### src/rtl/diag_log_arbiter.sv
`default_nettype none
// +--------------------------------------------------------------------------+
// | diag_log_arbiter : round-robin arbiter funnelling per-requester          |
// |                    diagnostic samples into one shared I2C logger.         |
// | Revision 1.0                                                              |
// +--------------------------------------------------------------------------+
module diag_log_arbiter #(
  parameter int N_REQ    = 4,
  parameter int PAGE_W   = 8,
  parameter int VAL_W    = 16,
  parameter int BUSY_TMO = 8
) (
  input  logic                    clk,
  input  logic                    reset,
  input  logic [N_REQ-1:0]        req_new,
  input  logic [N_REQ*PAGE_W-1:0] req_page,
  input  logic [N_REQ*VAL_W-1:0]  req_value,
  input  logic                    i2c_busy,
  output logic                    log_new,
  output logic [PAGE_W-1:0]       log_page,
  output logic [VAL_W-1:0]        log_value,
  output logic [2:0]              log_src,
  output logic [N_REQ-1:0]        pending,
  output logic [15:0]             drop_cnt,
  output logic [15:0]             tmo_cnt
);

  localparam int TMO_W = (BUSY_TMO > 1) ? $clog2(BUSY_TMO) : 1;

  localparam logic [1:0] ST_IDLE    = 2'd0;
  localparam logic [1:0] ST_WAIT_HI = 2'd1;
  localparam logic [1:0] ST_WAIT_LO = 2'd2;

  logic [1:0]        state_q,     state_d;
  logic [2:0]        rr_ptr_q,    rr_ptr_d;
  logic [TMO_W-1:0]  timer_q,     timer_d;
  logic              log_new_q,   log_new_d;
  logic [PAGE_W-1:0] log_page_q,  log_page_d;
  logic [VAL_W-1:0]  log_value_q, log_value_d;
  logic [2:0]        log_src_q,   log_src_d;
  logic [N_REQ-1:0]  pending_q,   pending_d;
  logic [15:0]       drop_cnt_q,  drop_cnt_d;
  logic [15:0]       tmo_cnt_q,   tmo_cnt_d;
  logic [PAGE_W-1:0] page_q  [N_REQ];
  logic [PAGE_W-1:0] page_d  [N_REQ];
  logic [VAL_W-1:0]  value_q [N_REQ];
  logic [VAL_W-1:0]  value_d [N_REQ];

  logic [N_REQ-1:0]  win_oh;
  logic [2:0]        win_idx;
  logic              win_found;
  logic [3:0]        cand;
  logic              grant;
  logic              tmo_hit;
  logic [3:0]        drop_inc;
  logic [16:0]       drop_sum;
  logic [PAGE_W-1:0] sel_page;
  logic [VAL_W-1:0]  sel_value;

  // Round-robin search: first pending slot at or above rr_ptr_q, wrapping.
  always_comb begin
    win_oh    = '0;
    win_idx   = '0;
    win_found = 1'b0;
    cand      = '0;
    for (int k = 0; k < N_REQ; k++) begin
      cand = {1'b0, rr_ptr_q} + 4'(k);
      if (cand >= 4'(N_REQ)) begin
        cand = cand - 4'(N_REQ);
      end
      for (int i = 0; i < N_REQ; i++) begin
        if (!win_found && (cand == 4'(i)) && pending_q[i]) begin
          win_found = 1'b1;
          win_oh[i] = 1'b1;
          win_idx   = 3'(i);
        end
      end
    end
  end

  always_comb begin
    sel_page  = '0;
    sel_value = '0;
    for (int i = 0; i < N_REQ; i++) begin
      if (win_oh[i]) begin
        sel_page  = page_q[i];
        sel_value = value_q[i];
      end
    end
  end

  always_comb begin
    state_d     = state_q;
    rr_ptr_d    = rr_ptr_q;
    timer_d     = timer_q;
    log_new_d   = 1'b0;
    log_page_d  = log_page_q;
    log_value_d = log_value_q;
    log_src_d   = log_src_q;
    grant       = 1'b0;
    tmo_hit     = 1'b0;

    case (state_q)
      ST_IDLE: begin
        if (win_found && !i2c_busy) begin
          grant       = 1'b1;
          log_new_d   = 1'b1;
          log_page_d  = sel_page;
          log_value_d = sel_value;
          log_src_d   = win_idx;
          rr_ptr_d    = (win_idx == 3'(N_REQ - 1)) ? 3'd0 : win_idx + 3'd1;
          timer_d     = '0;
          state_d     = ST_WAIT_HI;
        end
      end
      ST_WAIT_HI: begin
        if (i2c_busy) begin
          state_d = ST_WAIT_LO;
        end else if (timer_q == TMO_W'(BUSY_TMO - 1)) begin
          tmo_hit = 1'b1;
          state_d = ST_IDLE;
        end else begin
          timer_d = timer_q + 1'b1;
        end
      end
      ST_WAIT_LO: begin
        if (!i2c_busy) begin
          state_d = ST_IDLE;
        end
      end
      default: state_d = ST_IDLE;
    endcase
  end

  // A strobe on the slot being granted this cycle refills it without a drop:
  // the grant already took the old contents.
  always_comb begin
    pending_d = pending_q;
    page_d    = page_q;
    value_d   = value_q;
    drop_inc  = '0;
    for (int i = 0; i < N_REQ; i++) begin
      if (req_new[i]) begin
        page_d[i]    = req_page[i*PAGE_W +: PAGE_W];
        value_d[i]   = req_value[i*VAL_W +: VAL_W];
        pending_d[i] = 1'b1;
        if (pending_q[i] && !(grant && win_oh[i])) begin
          drop_inc = drop_inc + 4'd1;
        end
      end else if (grant && win_oh[i]) begin
        pending_d[i] = 1'b0;
      end
    end
  end

  always_comb begin
    drop_sum   = {1'b0, drop_cnt_q} + 17'(drop_inc);
    drop_cnt_d = drop_sum[16] ? 16'hFFFF : drop_sum[15:0];
    tmo_cnt_d  = (tmo_hit && (tmo_cnt_q != 16'hFFFF)) ? tmo_cnt_q + 16'd1 : tmo_cnt_q;
  end

  always_ff @(posedge clk) begin
    if (reset) begin
      state_q     <= ST_IDLE;
      rr_ptr_q    <= '0;
      timer_q     <= '0;
      log_new_q   <= 1'b0;
      log_page_q  <= '0;
      log_value_q <= '0;
      log_src_q   <= '0;
      pending_q   <= '0;
      drop_cnt_q  <= '0;
      tmo_cnt_q   <= '0;
      page_q      <= '{default: '0};
      value_q     <= '{default: '0};
    end else begin
      state_q     <= state_d;
      rr_ptr_q    <= rr_ptr_d;
      timer_q     <= timer_d;
      log_new_q   <= log_new_d;
      log_page_q  <= log_page_d;
      log_value_q <= log_value_d;
      log_src_q   <= log_src_d;
      pending_q   <= pending_d;
      drop_cnt_q  <= drop_cnt_d;
      tmo_cnt_q   <= tmo_cnt_d;
      page_q      <= page_d;
      value_q     <= value_d;
    end
  end

  assign log_new   = log_new_q;
  assign log_page  = log_page_q;
  assign log_value = log_value_q;
  assign log_src   = log_src_q;
  assign pending   = pending_q;
  assign drop_cnt  = drop_cnt_q;
  assign tmo_cnt   = tmo_cnt_q;

endmodule
`default_nettype wire
### config.mk
export PLATFORM = sky130hd
export DESIGN_NAME = diag_log_arbiter
export DESIGN_NICKNAME = d
export VERILOG_FILES = /design/src/rtl/diag_log_arbiter.sv
export SDC_FILE = /design/constraint.sdc
export NUM_CORES = 1
export LEC_CHECK = 0
export ABC_AREA = 1
export BUFFER_PORTS_ARGS = -buffer_cell sky130_fd_sc_hd__buf_2
export CAP_MARGIN = 15
export CORE_ASPECT_RATIO = 0.8
export CORE_MARGIN = 2
export CORE_UTILIZATION = 56
export DETAILED_ROUTE_END_ITERATION = 6
export PLACE_DENSITY_LB_ADDON = 0.12
export SKIP_LAST_GASP = 1
export SLEW_MARGIN = 40
export SYNTH_ARGS = -nofsm -noshare
export SYNTH_HDL_FRONTEND = slang
export SYNTH_SLANG_ARGS = --single-unit
### constraint.sdc
create_clock -name clk -period 10.2 [get_ports clk]
set_input_delay 1.53 -clock clk [delete_from_list [all_inputs] [get_ports clk]]
set_output_delay 1.53 -clock clk [all_outputs]
set_load 0.005 [all_outputs]
==> flow_summary.yaml <==
grt:
  grt_max_degree: 104
  antenna_found_initial: 0
  gr-total-overflow: 0
  track_usage: 0.293
  grt_pass1_vias: 6627
  grt_pass1_wl_mm: 33.0
floorplanning:
  die_area_um2: 14200
  core_area_um2: 12900
  fp.dieW_um: 133
  ioPinCount: 167
  start_util: 0.575
  rows: 37
  die_h_um: 107
pwr:
  internal_power_mw: 1.14
  p_leak_nw: 4.04
  p_clk_frac: 0.371
  sequentialPowerShare: 0.443
  p_switching_mw: 0.496
  power_density_nw_per_um2: 185
  power_frac_comb: 0.186
  ir_worst_vdd_mv: 0.126
  p_sw_frac: 0.304
  fin_total_pwr_mw: 1.63
cts:
  cts_setup_buffers: 0
  cts_made_buffers: 17
  cts_tree: "done"
  ctsResizeCount: 0
  clkSinkCount: 166
  cts_buffer_depth: 2
  clockRootBuffer: "clkbuf_16"
  h-tree-depth: 4
  clock_latency_ps: 420
  worst_setup_hold_path_clk_slew_ps: 60
  cts_hold_buf: 0
synth:
  syn_avg_cell_area_um2: 7.00
  yosysUniqueCellTypes: 38
  synth_warnings: 0
  syn_area_um2: 7420
  yosysTopAreaCell: "dfxtp_1"
  synth_cells: 1060
  synth_top_area_share: 0.448
  synthTopCellsByArea: "dfxtp_1, nor2_1, nand2_1, o21ai_0, inv_1"
  ys_ff_latch: 166
  ys_seq_area_frac: 0.448
routing:
  routed-via-count: 7247
  wl_met2_mm: 9.31
  ant_nets: 0
  wl_per_cell_um: 14.9
  drc: 0
  drt_iter0_markers: 657
  drt_pass1_iterations: 5
  wl_met1_mm: 9.71
  wl_met3_mm: 1.42
  top_layer: "met4"
  totalWireLength_mm: 20.7
  detail_route.vias_per_cell: 5.23
place:
  place.gp.congestion: 0.900
  dp_hpwl_mm: 13.5
  port_buffers: 165
  postPlaceCellArea_um2: 8270
timing:
  setup_viol: 0
  fin_crit_sh: 0.608
  rsz0062_at_grt: "no"
  finClkSkew_ps: 15.2
  fin_crit_ps: 6200
  timing.hold.ws_ps: 463
  setup_tns_ps: 0
  fmax_mhz: 161
  tightestPinTransition_ps: 782
  maxSlewHeadroom: 0.478
  hold_viol_final: 0
  drv_slew: 0
final_layout:
  num_antenna_cells: 0
  fillCellCount: 1192
  fin_util: 0.684
  drive_gt1_frac: 0.191
  area_growth_syn_to_layout_pct: 19.1
  final_common_cell: "nor2_1"
  mostFrequentLayoutCells: "nor2_1, nand2_1, dfxtp_1, buf_2, o21ai_0"
  nets: 1313
  stdcell_area_um2: 8840
setup_path:
  r2r.worst_path.cells: 39
  cp-end-kind: "flop"
  path_common_cell: "nand2_1"
  path_class: "flop to flop"
  crit_arrival_ps: 6520
  cp_data_required_time_ps: 10520
  cpPeakStageDelay_ps: 600
  crit_fanout: 26
  cp-start-kind: "flop"
  slowest_stage: "nand4_2"
hold_path:
  hold_class: "flop to flop"
  holdPathStages: 2
outcome:
  status: "completed"
job:
  maxCapViolCount: 0
[worst paths after layout]
| kind | start | end | slack, ps |
|---|---|---|---|
| setup / recovery | rr_ptr_q[1] | drop_cnt[15] | 4000 |
| hold reg to reg | log_value[15] | log_value[15] | 460 |
| hold / removal | log_value[15] | log_value[15] | 460 |
| setup reg to reg | rr_ptr_q[1] | drop_cnt[15] | 4000 |
[Yosys cell counts (all sizes together)]
cell	instances
nor2	245
nand2	207
dfxtp	166
o21ai	118
inv	88
a21oi	54
nand4	38
clkbuf	36
nand3	31
buf	17
nor3	13
ha	12
xor2	10
nor3b	3
nor4	3
a211oi	2
a31oi	2
clkinv	2
conb	2
o211a	2
o21a	2
o31ai	2
xnor2	2
fa	1
o2111ai	1
o211ai	1
[stage by stage]
step / setup WS, ps / instances
after global placement: 4140 / 1352
after CTS: 4070 / 1384
after floorplan: 4880 / 1061
after detailed placement: 3930 / 1352
after global routing: 3330 / 1385
final: 4000 / 1385
[critical path: cells and delay by family, from the launching register on]
family,cells,cell delay (ps)
flops,1,580
fa+ha+maj,5,1210
simple gates,19,2640
buf+inv,10,800
compound gates,4,740
xor+xnor,1,130
[per-layer routing]
metal / GRT usage / up-vias
li1: - / 3678
met1: 0.404 / 3275
met2: 0.474 / 272
met3: 0.0525 / 22
met4: 0.0845 / 0
met5: 0 / -
[layout make-up]
| type | instances | area, µm² | share of cell area |
|---|---|---|---|
| sequential | 166 | 3320 | 0.376 |
| clock buffer | 21 | 450 | 0.0509 |
| clock inverter | 11 | 101 | 0.0115 |
| timing repair buffer | 170 | 875 | 0.0989 |
| inverter | 90 | 338 | 0.0382 |
| multi-input combinational | 752 | 3530 | 0.400 |
| tap | 175 | 219 | 0.0248 |
[logic make-up (layout without fill, tap and decap cells)]
group / after synthesis / in the layout / share of synthesized area
other: 2 / 3 / 0.00101
buffers and inverters: 143 / 292 / 0.0768
AO/OA/AOI/OAI: 184 / 184 / 0.131
flip-flops: 166 / 166 / 0.448
AND/OR/NAND/NOR: 540 / 540 / 0.307
XOR/XNOR: 12 / 12 / 0.0142
adder cells (fa/ha/maj): 13 / 13 / 0.0229
[flip-flops by register name, summed over array words and instances, names as in the netlist]
register,count
drop_cnt,16
state_q,2
log_src,2
log_value,16
tmo_cnt,16
value_q,64
timer_q,3
log_new,1
pending,4
log_page,8
page_q,32
rr_ptr_q,2
[power by group through the flow]
stage	clock network (mW)	logic, mW	registers, mW
after floorplan	0	0.209	0.728
after global placement	0	0.293	0.735
after detailed placement	0	0.297	0.736
after CTS	0.611	0.300	0.722
after global routing	0.642	0.339	0.728
final	0.607	0.304	0.723
(Power assumes the default switching activity.)
